## src/rtl/riscv_core_pkg.sv

```systemverilog
// Shared encodings and state types for the riscv_core divide path.
package riscv_core_pkg;

    typedef enum logic [1:0] {
        DIV  = 2'b00,
        DIVU = 2'b01,
        REM  = 2'b10,
        REMU = 2'b11
    } div_ctrl_t;

    localparam logic [63:0] OVERFLOW_SIGNED_A = 64'h8000_0000_0000_0000;
    localparam logic [63:0] OVERFLOW_SIGNED_B = 64'hFFFF_FFFF_FFFF_FFFF;

    typedef enum logic [1:0] {
        IDLE,
        CALC,
        DONE
    } div_state_t;

endpackage

```

## src/rtl/riscv_core_div_abs.sv

```systemverilog
// Operand magnitude extraction for the divider (signed/unsigned, word/dword).
module riscv_core_div_abs #(
    parameter int XLEN = 64
) (
    input  logic [XLEN-1:0] val,
    input  logic            is_signed,
    input  logic            is_word,
    output logic [XLEN-1:0] mag
);

    localparam int H = XLEN / 2;

    logic [H-1:0]    w_neg;
    logic [XLEN-1:0] d_neg;

    assign w_neg = -val[H-1:0];
    assign d_neg = -val;

    always_comb begin
        mag = val;
        if (is_word) begin
            mag = {{H{1'b0}}, (is_signed & val[H-1]) ? w_neg : val[H-1:0]};
        end else if (is_signed & val[XLEN-1]) begin
            mag = d_neg;
        end
    end

endmodule

```

## src/rtl/riscv_core_div_iter.sv

```systemverilog
// Iterative radix-2 restoring divider producing unsigned quotient/remainder
// magnitudes; sign fix-up and special cases are handled by the output stage.
module riscv_core_div_iter
    import riscv_core_pkg::*;
#(
    parameter int XLEN = 64
) (
    input  logic            i_div_iter_clk,
    input  logic            i_div_iter_rstn,
    input  logic            i_div_iter_start,
    input  logic            i_div_iter_flush,
    input  logic [XLEN-1:0] i_div_iter_srcA,
    input  logic [XLEN-1:0] i_div_iter_srcB,
    input  logic [1:0]      i_div_iter_control,
    input  logic            i_div_iter_isword,
    output logic            o_div_iter_busy,
    output logic            o_div_iter_done,
    output logic [XLEN-1:0] o_div_iter_quotient,
    output logic [XLEN-1:0] o_div_iter_remainder
);

    localparam int CW = $clog2(XLEN) + 1;
    localparam logic [XLEN-1:0] OVF_A = OVERFLOW_SIGNED_A[63 -: XLEN];
    localparam logic [XLEN-1:0] OVF_B = OVERFLOW_SIGNED_B[XLEN-1:0];

    div_state_t      state_q, state_d;
    logic [CW-1:0]   cnt_q, cnt_d;
    logic [XLEN-1:0] p_q, p_d;
    logic [XLEN-1:0] q_q, q_d;
    logic [XLEN-1:0] b_q, b_d;
    logic [XLEN-1:0] a_mag, b_mag;
    logic [XLEN:0]   shifted, diff;
    logic            is_signed, special, fin;

    assign is_signed = (i_div_iter_control == DIV) | (i_div_iter_control == REM);

    assign special = (i_div_iter_srcB == '0) |
                     (~i_div_iter_control[0] &
                      (i_div_iter_srcA == OVF_A) &
                      (i_div_iter_srcB == OVF_B));

    riscv_core_div_abs #(.XLEN(XLEN)) u_abs_a (
        .val       (i_div_iter_srcA),
        .is_signed (is_signed),
        .is_word   (i_div_iter_isword),
        .mag       (a_mag)
    );

    riscv_core_div_abs #(.XLEN(XLEN)) u_abs_b (
        .val       (i_div_iter_srcB),
        .is_signed (is_signed),
        .is_word   (i_div_iter_isword),
        .mag       (b_mag)
    );

    // Partial remainder never exceeds the divisor, so its top bit lives only in the step.
    assign shifted = {p_q, q_q[XLEN-1]};
    assign diff    = shifted - {1'b0, b_q};
    assign fin     = (state_q == DONE) & ~i_div_iter_flush;

    always_comb begin
        state_d = state_q;
        cnt_d   = cnt_q;
        p_d     = p_q;
        q_d     = q_q;
        b_d     = b_q;
        unique case (state_q)
            IDLE: begin
                if (i_div_iter_start & ~i_div_iter_flush & ~special) begin
                    state_d = CALC;
                    cnt_d   = i_div_iter_isword ? CW'(XLEN / 2) : CW'(XLEN);
                    p_d     = '0;
                    // Word dividends sit in the upper half so the same MSB feeds P.
                    q_d     = i_div_iter_isword ? (a_mag << (XLEN / 2)) : a_mag;
                    b_d     = b_mag;
                end
            end
            CALC: begin
                if (i_div_iter_flush) begin
                    state_d = IDLE;
                end else begin
                    cnt_d = cnt_q - CW'(1);
                    if (diff[XLEN]) begin
                        p_d = shifted[XLEN-1:0];
                        q_d = {q_q[XLEN-2:0], 1'b0};
                    end else begin
                        p_d = diff[XLEN-1:0];
                        q_d = {q_q[XLEN-2:0], 1'b1};
                    end
                    if (cnt_q == CW'(1)) begin
                        state_d = DONE;
                    end
                end
            end
            DONE: state_d = IDLE;
            default: state_d = IDLE;
        endcase
    end

    always_ff @(posedge i_div_iter_clk or negedge i_div_iter_rstn) begin
        if (!i_div_iter_rstn) begin
            state_q              <= IDLE;
            cnt_q                <= '0;
            p_q                  <= '0;
            q_q                  <= '0;
            b_q                  <= '0;
            o_div_iter_busy      <= 1'b0;
            o_div_iter_done      <= 1'b0;
            o_div_iter_quotient  <= '0;
            o_div_iter_remainder <= '0;
        end else begin
            state_q         <= state_d;
            cnt_q           <= cnt_d;
            p_q             <= p_d;
            q_q             <= q_d;
            b_q             <= b_d;
            o_div_iter_busy <= (state_q == CALC) & ~i_div_iter_flush;
            o_div_iter_done <= fin;
            if (fin) begin
                o_div_iter_quotient  <= q_q;
                o_div_iter_remainder <= p_q;
            end
        end
    end

endmodule

```

## config.mk

```make
export PLATFORM = sky130hd
export DESIGN_NAME = riscv_core_div_iter
export DESIGN_NICKNAME = d
export VERILOG_FILES = /design/src/rtl/riscv_core_pkg.sv /design/src/rtl/riscv_core_div_abs.sv /design/src/rtl/riscv_core_div_iter.sv
export SDC_FILE = /design/constraint.sdc
export NUM_CORES = 1
export LEC_CHECK = 0
export BUFFER_PORTS_ARGS = -buffer_cell sky130_fd_sc_hd__buf_2
export CAP_MARGIN = 20
export CELL_PAD_IN_SITES_DETAIL_PLACEMENT = 0
export CELL_PAD_IN_SITES_GLOBAL_PLACEMENT = 1
export CORE_MARGIN = 2
export CORE_UTILIZATION = 45
export DETAILED_ROUTE_END_ITERATION = 12
export PLACE_DENSITY = 0.93
export SYNTH_ARGS = -nofsm -noshare
export SYNTH_HDL_FRONTEND = slang
export SYNTH_SLANG_ARGS = --single-unit
export TNS_END_PERCENT = 5
```

## constraint.sdc

```tcl
create_clock -name i_div_iter_clk -period 3.5 [get_ports i_div_iter_clk]
set_input_delay 0.7 -clock i_div_iter_clk [delete_from_list [all_inputs] [get_ports i_div_iter_clk]]
set_output_delay 0.7 -clock i_div_iter_clk [all_outputs]
set_load 0.03 [all_outputs]
```

# After elaboration in Yosys (flattened, before gate mapping)
# Cells that the tools add are included.
[op_classes]
n_shift = 0
muxes = 23
eq_ne = 9
n_div = 0
order_cmp = 0
reduce_logical = 7
n_bitwise = 15
addsub = 6
mul = 0
[op_table]
columns = ["cell", "count"]
rows = [
  ["two-way mux 64 bit", 10],
  ["one-hot mux 64 bit (2 select lines)", 2],
  ["equality test 64 bit, second input constant", 2],
  ["negator 64 bit", 2],
  ["subtractor 65 x 64 -> 65 bit", 1],
  ["zero test 64 bit", 1],
  ["two-way mux 32 bit", 2],
  ["negator 32 bit", 2],
  ["two-way mux 7 bit", 3],
  ["one-hot mux 7 bit (2 select lines)", 1],
  ["bitwise AND 1 bit", 10],
  ["equality test 7 x 1 -> 1 bit, second input constant", 1],
  ["subtractor 7 x 1 -> 7 bit, second input constant", 1],
  ["two-way mux 2 bit", 3],
  ["equality test 2 bit, second input constant", 2],
  ["zero test 2 bit", 2],
  ["!= test 2 bit, second input constant", 2],
  ["one-hot mux 2 bit (2 select lines)", 1],
  ["AND reduction 2 bit", 2],
  ["!= test 3 bit, second input constant", 1],
  ["NOT 1 bit", 3],
  ["AND reduction 3 bit", 1],
  ["equality test 2 x 1 -> 1 bit, second input constant", 1],
  ["OR 1 bit", 2],
  ["other kinds (2)", 2],
]
[word_totals]
mem_bits_ro = 0
ff_bits = 331
mem_count = 0
latch_bits = 0
output_inout_bits = 130
ram_bits = 0

# Logic depth before layout (Yosys ltp)
# Gate-level depths: netlist of the first run.
[depth]
ltp_word = 8
ltp_mapped = 16
depth_no_buf = 14

# By module
# A second synthesis of the first run with hierarchy kept.
[hier_totals]
cells_unflattened = 2619
hier_area_um2 = 22421.5
[modules_own_cells]
columns = ["module", "area_per_inst_um2", "instances", "cells_per_inst"]
rows = [
  ["riscv_core_div_iter", 18097.4, 1, 1913],
  ["riscv_core_div_abs", 2162.1, 2, 353],
]

# Worst setup path after synthesis of the first run
# OpenSTA, ideal clock, no wires.
[synth_timing]
path_type = "input to register"
start = "in i_div_iter_srcA[0]"
end = "reg q_q[58]"
arrival_time_ps = 3260
setup_time_ps = 77
path_stages = 12
setup_slack_ps = 163
path_cell_list = "inv_1 ha_1 or3b_1 nor4b_4 nand4_1 nor4_1 a31oi_1 xor2_1 nor2_1 a211oi_1 a21oi_1 a21oi_1"
[synth_between]
elab_chain_cells = 8
elab_cells_between_ends = 16
classes_between = "add/sub: 2; eq/ne: 2; mux: 6; bitwise: 5; reduce/logical: 1"
[synth_lines]
columns = ["item", "line", "rtl"]
rows = [
  ["from (decl)", "riscv_core_div_iter.sv:12", "input logic [XLEN-1:0] i_div_iter_srcA,"],
  ["branches (longest 8 deep; another with negator 64 bit)", "--", ""],
  ["to (signal assigned)", "riscv_core_div_iter.sv:115", "q_q <= q_d;"],
  ["to (decl)", "riscv_core_div_iter.sv:29", "logic [XLEN-1:0] q_q, q_d;"],
]
# Parallel ways; which one is timed is not known. The select of a mux whose other input is x is not followed.
# A chain may end at the register's enable or synchronous reset.

# Worst setup path in the final report of the first run
[layout_timing]
start = "reg p_q[56]"
end = "reg p_q[59]"
[layout_between]
elab_chain_cells = 4
[layout_lines]
columns = ["item", "line", "rtl"]
rows = [
  ["from (decl)", "riscv_core_div_iter.sv:28", "logic [XLEN-1:0] p_q, p_d;"],
  ["from (signal assigned)", "riscv_core_div_iter.sv:114", "p_q <= p_d;"],
  ["subtractor 65 x 64 -> 65 bit", "riscv_core_div_iter.sv:58", "assign diff = shifted - {1'b0, b_q};"],
  ["two-way mux 64 bit", "riscv_core_div_iter.sv:83", "if (diff[XLEN]) begin"],
  ["two-way mux 64 bit", "riscv_core_div_iter.sv:79", "if (i_div_iter_flush) begin"],
  ["one-hot mux 64 bit (2 select lines)", "riscv_core_div_iter.sv:67", "unique case (state_q)"],
]
# No other way between the ends. The select of a mux whose other input is x is not followed.

==> flow_summary.toml, run 1 <==
[grt]
grt.busiest_layer = "met2"
grt_max_degree = 96
grt_overflow = 0
antenna_found_initial = 5
grtUsageMet2_pct = 45.1
grt_util_met3_pct = 5.84
grt_pass1_wl_um = 110000
grt_pass1_vias = 19900
track_usage_pct = 27.9
grt_util_met1_pct = 35.8

[yosys]
ys_seq_area_share_pct = 39.0
yosysWarningCount = 0
synth_area_leader_cell = "dfrtp_1"
yosys-top-cells-area = "dfrtp_1 (39%), mux2_2 (6.8%), a21oi_1 (4.7%), nor2_1 (4.3%), xnor2_1 (4.3%)"
async_flop_share_pct = 100
postSynthCellCount = 2384
synth_edf_count = 0
synth_top_area_share_pct = 39.0
avgSynthCellArea_um2 = 8.92
ys.flop_type = "dfrtp_1"
syn-num-nets = 2589
synthDistinctLibCells = 86
synth_seq_cells = 331
syn_area_um2 = 21300

[power]
combPwrFrac_pct = 56.5
leakage_nw = 12.5
p_seq_share_pct = 25.9
clockPowerShare_pct = 17.5
intPower_mw = 13.2
power.switching_mw = 10.3
p_total_mw = 23.5
power.density_nw_per_um2 = 898
swShare_pct = 43.9
max-vdd-ir-drop_uv = 586

[floorplanning]
die_w_um = 221
initial_core_util_pct = 45.7
die_area_um2 = 49000
chipHeight_um = 221
core_area_um2 = 46600
pin_count = 265
row_count = 79

[worst_setup_path]
crit_arrival_ps = 3900
critPathRequiredTime_ps = 3950
crit_path_start_kind = "flop"
slowest_stage = "dfrtp_1"
timing.rr.start = "p_q[56]"
r2r_cells = 13
crit_fanout = 5
reg2reg_to = "p_q[59]"
crit_chain = "ha_1, nand4_1, nor3_1, buf_4, nand4_1, a2111oi_2, buf_4, nor4_4, xnor2_4, buf_6, mux2i_1, o21ai_1, or3_1"
r2r_slack_ps = 50
cp-end-kind = "flop"
critPathKind = "flop to flop"
max_stage_delay_ps = 450

[cells_and_area]
final_cell_mix = "dfrtp_1 (331), buf_2 (262), nor2_1 (245)"
layout-drive-gt1-share_pct = 27.2
nets = 2985
syn_to_final_growth_pct = 23.0
layout_commonest_cell = "dfrtp_1"
num_antenna_cells = 0

[sta]
tightest_slew_ps = 948
max_clock_freq_mhz = 290
rsz0062_at_grt = "true"
slew_violations = 0
setup_violations = 0
finClkSkew_ps = 23.1
hold_violations = 0
post-route-min-period_ps = 3450
finalCritPeriodShare_pct = 98.5
slew-limit-headroom_pct = 36.8
holdWs_ps = 90.0

[routing]
wl_um = 69400
first_pass_iters = 5
drtIter0Drc = 1564
drc = 0
vias = 19800
wire_per_inst_um = 20.3
postRouteAntennaNets = 0
post_drt_via_cell_ratio = 5.79

[flow_run]
cap_violations = 0

[clock_tree]
clock_path_buffers = 3
root_buffer = "clkbuf_16"
cts_tree = "built"
hold_buffers = 0
clock_sinks = 331
clk_latency_ps = 570
h-tree-depth = 2
path_clk_slew_ps = 60
cts_buffers = 38

[placement]
place.detailed.hpwl_um = 52900
io_buffers = 263
gp_congestion = 0.955

[status]
status = "finished, final reports clean"

[min_path]
hp-class = "primary input to async pin"
==> repair_timing <==
action	4_1_cts	5_1_grt
setup endpoints to repair	64	63
gates cloned	0	1
pin swaps	4	17
setup buffers	4	6
gates resized for setup	14	34
==> power groups by stage <==
stage	Sequential (mW)	Combinational (mW)	Clock, mW
final	6.09	13.3	4.12
after global routing	6.23	14.4	4.35
after CTS	6.06	12.8	4.21
after detailed placement	6.12	12.5	0
after global placement	6.07	12.3	0
after floorplan	6.66	7.13	0
==> routing by layer <==
metal | vias to the layer above | share of wire, %
met3 | 180 | 7.3
met4 | 10 | 4.6
met5 | - | 0.092
met1 | 9562 | 42
met2 | 747 | 46
li1 | 9288 | -
==> metrics by stage <==
stage | setup TNS [ps] | setup slack (ps) | instances | utilization (%) | area [um2]
final | 0 | 54.2 | 3417 | 56.2 | 26100
after detailed placement | -21930 | -387 | 3338 | 52.8 | 24600
after global routing | -873 | -114 | 3417 | 56.2 | 26100
after CTS | -1.64 | -1.64 | 3412 | 55.8 | 26000
after floorplan | 0 | 163 | 2384 | - | 21300
after global placement | -14070 | -319 | 3338 | 52.8 | 24600
==> cell type report <==
| type | count | area [um2] |
|---|---|---|
| repair buffers | 500 | 3330 |
| inverters | 118 | 443 |
| well taps | 607 | 759 |
| clock buffers | 48 | 1050 |
| clock inverters | 22 | 241 |
| multi-input cells | 1791 | 12000 |
| fillers | 4153 | 20400 |
| flip-flops and latches | 331 | 8280 |
==> registers in the layout, indices dropped and copies added (netlist names) <==
register and flops:
state_q 2, p_q 64, o_div_iter_quotient 64, b_q 64, o_div_iter_remainder 64, cnt_q 7, o_div_iter_busy 1, o_div_iter_done 1
q_q 64
==> worst max-delay path by stage <==
stage	startpoint	end	slack [ps]	depth (start not counted)
floorplan	i_div_iter_srcA[0]	q_q[58]	160	12
global placement	q_q[63]	p_q[9]	-320	17
detailed placement	q_q[63]	p_q[9]	-390	17
CTS	p_q[36]	p_q[59]	-2	13
global route	b_q[0]	p_q[59]	-110	15
finish	p_q[56]	p_q[59]	50	13
==> synthesized netlist by cell type, types with 23 or more instances <==
| cell type | count |
|---|---|
| nor3_1 | 40 |
| a221oi_1 | 36 |
| clkbuf_1 | 100 |
| nand2_1 | 213 |
| xnor2_1 | 105 |
| mux2_2 | 129 |
| nor4_1 | 23 |
| buf_2 | 26 |
| a21o_1 | 38 |
| a31oi_1 | 35 |
| o21ai_0 | 177 |
| a21oi_1 | 201 |
| nor2_1 | 246 |
| xor2_1 | 92 |
| ha_1 | 69 |
| inv_1 | 118 |
| mux2i_1 | 27 |
| nand3_1 | 29 |
| nand4_1 | 46 |
| dfrtp_1 | 331 |
| a211oi_1 | 26 |
==> logic make-up (layout without fill, tap and decap cells) <==
family	Yosys count	in the layout	share of synthesized area (%)
multiplexers	156	156	8.11
XOR/XNOR	197	197	8.12
AND/OR/NAND/NOR	704	704	15.9
AO/OA/AOI/OAI	664	664	19.5
adder cells (fa/ha/maj)	70	70	4.16
flip-flops	331	331	39.0
buffers and inverters	262	688	5.23
==> worst max-delay path, delay by kind of cell (launching register included) <==
kind / cells / cell delay (ps)
buffers and inverters: 3 / 530
AND/OR/NAND/NOR: 5 / 1060
flip-flops: 1 / 450
multiplexers: 1 / 180
adder cells (fa/ha/maj): 1 / 400
XOR/XNOR: 1 / 300
AO/OA/AOI/OAI: 2 / 420
No activity file was read; power rests on OpenSTA's default activity.
==> run 2, diff against run 1 <==
CAP_MARGIN = not set   (was 20)
PLACE_DENSITY = 0.8   (was 0.93)
SYNTH_HIERARCHICAL = 1   (was not set)
==> run 2 against run 1 <==
  * Clock power rose by 7.8%
  * The flow now finishes with violations (negative setup slack)
  * Register-to-register slack worse by 60 ps
  * Hold slack improved by 17 ps
  * Power down 41%
  * Clock skew decreased by 1.5 ps
  * Wire length is 18% higher
  * Largest cell class unchanged
  * Sequential share of layout area is 1.8 points lower
  * Critical endpoint is now p_q[19]
  * Critical path depth increased by 5
  * Count of clock-buffer cells in the layout up 8
  * Highest routed layer unchanged
==> flow_summary.toml, run 2 <==
[worst_setup_path]
crit_chain = "inv_1, ha_2, inv_2, fa_2, a211o_1, a211oi_4, buf_6, o21bai_4, o2bb2ai_4, nor2_2, buf_6, o31ai_4, xnor2_4, buf_12, clkbuf_16, buf_6, mux2i_1, o22ai_1"
worst_path_most_repeated_cell = "buf_6"
max_stage_delay_ps = 380
critPathKind = "flop to flop"
critPathRequiredTime_ps = 3910
cp_num_buf_inv = 7
r2r_slack_ps = -2
r2r_cells = 18
crit_family = "compound AO/OA/AOI/OAI gates"
slowest_stage = "dfrtp_1"
reg2reg_to = "p_q[19]"
crit_fanout = 8
path_depth = 18
crit_arrival_ps = 3910
cp-end-kind = "flop"
timing.rr.start = "q_q[63]"
crit_path_start_kind = "flop"

[yosys]
synth_edf_count = 0
synthDistinctLibCells = 83
synth_top_family_by_area = "simple AND/OR/NAND/NOR gates"
ys_seq_area_share_pct = 36.9
synthAdderAreaFrac_pct = 3.88
synth_area_leader_cell = "dfrtp_1"
synth.most_common_cell = "dfrtp_1"
ys_top_cells_by_count = "dfrtp_1 (331), nand2_1 (273), nor2_1 (212)"
syn_area_um2 = 22400
syn-num-nets = 2823
synth_simple_gate_area_share_pct = 21.1
synth-compound-area-share_pct = 18.4
postSynthCellCount = 2619
synthMuxAreaShare_pct = 10.2
synth_xor_area_share_pct = 4.88
ys.flop_type = "dfrtp_1"
synth_top_area_share_pct = 36.9
yosys-top-cells-area = "dfrtp_1 (37%), mux2_2 (8.3%), a21oi_1 (4.6%), nand2_1 (4.6%), o21ai_0 (4.4%)"
async_flop_share_pct = 100
synth_seq_cells = 331
yosysWarningCount = 6
avgSynthCellArea_um2 = 8.56

[cells_and_area]
nets = 3217
fin_area_um2 = 27700
layout_commonest_cell = "dfrtp_1"
fillers = 4606
final_cell_mix = "dfrtp_1 (331), nand2_1 (273), buf_2 (261)"
layout-drive-gt1-share_pct = 26.8
fin_util_pct = 56.5
syn_to_final_growth_pct = 23.6

[routing]
first_pass_iters = 5
highest_layer = "met5"
wire_per_inst_um = 22.0
wl_met3_um = 5040
vias = 21700
postRouteAntennaNets = 0
drtIter0Drc = 1636
post_drt_via_cell_ratio = 5.85
dr_wl_met2_um = 38400
drc = 0
m1WireLength_um = 36000
wl_um = 81900

[floorplanning]
core_area_um2 = 49100
initial_core_util_pct = 45.7
die_w_um = 227
chipHeight_um = 227
pin_count = 265
die_area_um2 = 51600
row_count = 81

[clock_tree]
clock_sinks = 331
path_clk_slew_ps = 60
hold_buffers = 0
root_buffer = "clkbuf_16"
cts_tree = "built"
cts_buffers = 41
h-tree-depth = 2
clock_path_buffers = 3
clk_latency_ps = 580

[power]
power.density_nw_per_um2 = 501
leakage_nw = 13.1
max-vdd-ir-drop_uv = 375

[sta]
max_clock_freq_mhz = 286
worst_slack_ps = -2.16
tightest_slew_ps = 1180
finClkSkew_ps = 21.6
slew_violations = 0
slew-limit-headroom_pct = 21.3
setup_violations = 1
rsz0062_at_grt = "true"
hold_violations = 0
finalCritPeriodShare_pct = 100
post-route-min-period_ps = 3500

[placement]
gp_congestion = 0.956
place_area_um2 = 25900
place.detailed.hpwl_um = 63300
io_buffers = 263

[min_path]
hp-class = "primary input to async pin"

[grt]
grt_max_degree = 138
grt_pass1_wl_um = 122000
grt_pass1_vias = 20700
grt_overflow = 0
track_usage_pct = 30.7
antenna_found_initial = 25

[status]
status = "finished with violations"
violations = "negative setup slack"

[flow_run]
cap_violations = 0
==> run 2: cell type report <==
class                           count  area [um2]  share of cell area [%]
Antenna cell                       11        27.5                  0.0994
Timing Repair Buffer              510        3490                    12.6
Inverter                           93         349                    1.26
Multi-Input combinational cell   2036       13300                    48.0
Sequential cell                   331        8280                    29.9
Clock inverter                     18         206                   0.745
Clock buffer                       56        1200                    4.35
Tap cell                          664         831                    3.00
==> run 2: metrics by stage <==
stage	TNS, ps	std cells	power (mW)	worst slack, ps	hold WS (ps)
2_1_floorplan	0	2619	7.67	148	404
3_3_place_gp	-5620	3622	9.26	-239	482
3_5_place_dp	-7840	3622	9.38	-269	490
4_1_cts	0	3698	13.9	27.9	119
5_1_grt	-1570	3717	14.6	-96.5	149
6_report	-2.16	3719	13.9	-2.16	107
==> run 2: cells by family (layout without fill, tap and decap cells) <==
logic type / after synthesis / after routing
AO/OA/AOI/OAI: 686 / 686
adder cells (fa/ha/maj): 69 / 69
buffers and inverters: 252 / 677
multiplexers: 206 / 206
AND/OR/NAND/NOR: 951 / 951
flip-flops: 331 / 331
other: 0 / 11
XOR/XNOR: 124 / 124
==> run 2: worst max path at each step <==
stage	startpoint	to	slack, ps
after detailed placement	i_div_iter_srcA[6]	q_q[51]	-270
after floorplan	i_div_iter_srcA[10]	q_q[51]	150
final	q_q[63]	p_q[19]	-2
after CTS	q_q[63]	p_q[36]	30
after global placement	i_div_iter_srcA[6]	q_q[51]	-240
after global routing	q_q[63]	p_q[62]	-100
==> run 2: per-layer routing <==
metal,vias to the layer above,global-route usage [%]
met5,-,0
met4,26,8.86
met3,144,5.51
met2,675,50.7
met1,10600,41.3
li1,10300,-
==> run 2: repair_timing <==
action / in CTS / in global routing
buffers inserted: 2 / 6
resized for setup: 9 / 37
endpoints found under the setup margin: 64 / 61
pin swaps: 7 / 1
gates cloned: 0 / 4
==> run 2: where the power goes <==
group	leakage, nW	internal (mW)	switching [mW]
sequential	4.46	4.52	0.458
combinational	7.96	1.66	2.79
clock	0.688	2.66	1.78
total	13.1	8.84	5.03
==> run 3, diff against run 2 <==
CORE_UTILIZATION = 41   (was 45)
PLACE_DENSITY = 0.77   (was 0.8)
clock period = 3.09 ns   (was 3.5 ns; I/O delays follow)
==> run 3 against run 2 <==
  * The run still ends with negative setup slack left
  * Hold slack got worse by 70 ps
  * Wire length rose by 4.6%
  * Maximum frequency fell by 0.88%
  * Sequential power rose by 14%
  * Register-to-register slack got worse by 440 ps
  * Die area rose by 9.6%
  * Sequential cell count did not move
  * Critical path type unchanged
==> flow_summary.toml, run 3 (synthesized netlist as in run 2, its figures left out) <==
[status]
status = "finished with violations"
violations = "negative setup slack"

[worst_setup_path]
critPathLaunch = "q_q[63]"
crit_chain = "inv_2, ha_4, inv_2, fa_2, a211o_1, a211oi_4, nor4_4, o2111ai_1, buf_4, nand2_2, a211o_4, o2111a_2, a311oi_2, xor2_1, o21ai_1"
slowest_stage = "dfrtp_1"
crit_fanout = 4
crit_path_start_kind = "flop"
max_stage_delay_ps = 400
critPathKind = "flop to flop"
crit_arrival_ps = 3980
worst_path_most_repeated_cell = "inv_2"
cp-end-kind = "flop"
timing.rr.start = "q_q[63]"
critPathRequiredTime_ps = 3540
crit_family = "compound AO/OA/AOI/OAI gates"
cp_num_buf_inv = 3

[clock_tree]
cts_tree = "built"
path_clk_slew_ps = 60
clock_path_buffers = 3
h-tree-depth = 2
clk_latency_ps = 570
cts_buffers = 41
clock_sinks = 331
root_buffer = "clkbuf_16"

[floorplanning]
pin_count = 265
die_area_um2 = 56600
initial_core_util_pct = 41.6
die_w_um = 238
chipHeight_um = 238
core_area_um2 = 53900
row_count = 85

[power]
power.switching_mw = 5.88
swShare_pct = 35.5
intPower_mw = 10.7
leakage_nw = 14.4
max-vdd-ir-drop_uv = 414
combPwrFrac_pct = 34.6
p_seq_share_pct = 34.2
clockPowerShare_pct = 31.2
power.density_nw_per_um2 = 556

[sta]
tns_ps = -22210
finalCritPeriodShare_pct = 114
setup_violations = 65
finClkSkew_ps = 21.6
rsz0062_at_grt = "true"
slew_violations = 0
max_clock_freq_mhz = 283
slew-limit-headroom_pct = 24.3
hold_violations = 0
tightest_slew_ps = 1130
post-route-min-period_ps = 3530
worst_slack_ps = -443

[routing]
wire_per_inst_um = 21.4
wl_um = 85600
first_pass_iters = 5
drc = 0
post_drt_via_cell_ratio = 5.69
drtIter0Drc = 2034
postRouteAntennaNets = 0
vias = 22800

[cells_and_area]
layout_commonest_cell = "buf_4"
final_cell_mix = "buf_4 (478), dfrtp_1 (331), nand2_1 (272)"
layout-drive-gt1-share_pct = 32.6
fin_util_pct = 55.2
syn_to_final_growth_pct = 32.9
fin_area_um2 = 29800
nets = 3476

[min_path]
hp-class = "primary input to async pin"

[placement]
pre_cts_ws_ps = -554
io_buffers = 263
gp_congestion = 0.976
place.detailed.hpwl_um = 67400
place_area_um2 = 28000

[grt]
track_usage_pct = 29.7
grt_overflow = 0
grt_pass1_wl_um = 130000
antenna_found_initial = 20
grt_pass1_vias = 22200
grt_max_degree = 108

[flow_run]
cap_violations = 0
## run 3: layer usage
layer / up-vias / track usage (%) / share of wire, %
met2: 758 / 47.8 / 46
met1: 11100 / 41.0 / 45
met3: 134 / 4.87 / 6.4
met4: 18 / 9.13 / 2.7
li1: 10800 / - / -
met5: - / 0 / 0.13
## run 3: power groups by stage
stage	combinational, mW	sequential [mW]	clock (mW)
after floorplan	2.78	5.91	0
after global placement	5.52	5.68	0
after detailed placement	5.62	5.72	0
after CTS	5.67	5.65	5.28
after global routing	6.28	5.75	5.45
final	5.74	5.66	5.17
## run 3: worst paths after layout
path                                                  to  slack [ps]  depth (start not counted)
worst max-delay path                             p_q[62]        -440                         15
worst min-delay path             o_div_iter_remainder[5]          40                          1
worst max register to register                   p_q[62]        -440                         15
worst min register to register  o_div_iter_remainder[26]         500                          1
max in group asynchronous                        q_q[29]        2230                          2
min in group i_div_iter_clk                      b_q[18]         430                          4
## run 3: repair_timing
item                                    in CTS  in global routing
endpoints found under the setup margin      65                 68
resized for setup                           21                 20
setup buffers                                3                  1
pin swaps                                   12                  8
hold buffers                                 0                  0
gates cloned                                 0                  2
## run 3: through the flow
| stage | cells | power [mW] | hold WS [ps] |
|---|---|---|---|
| after floorplan | 2619 | 8.68 | 322 |
| after global placement | 3919 | 11.2 | 484 |
| after detailed placement | 3919 | 11.3 | 490 |
| after CTS | 3996 | 16.6 | 52.9 |
| after global routing | 4006 | 17.5 | 79.8 |
| final | 4009 | 16.6 | 36.6 |
## run 3: final cells by class
type,instances,area (um2)
fillers,4975,24100
multi-input cells,2036,13300
flip-flops and latches,331,8280
repair buffers,769,5480
clock buffers,52,1120
well taps,696,871
inverters,93,349
clock inverters,22,324
diodes,10,25.0
## run 3: worst register-to-register path: stages (launching register included)
cell and delay [ps]:
dfrtp_1 400, inv_2 80, ha_4 140, inv_2 30
fa_2 330, a211o_1 310, a211oi_4 340, nor4_4 110
o2111ai_1 200, buf_4 180, nand2_2 60, a211o_4 380
o2111a_2 310, a311oi_2 280, xor2_1 190, o21ai_1 70
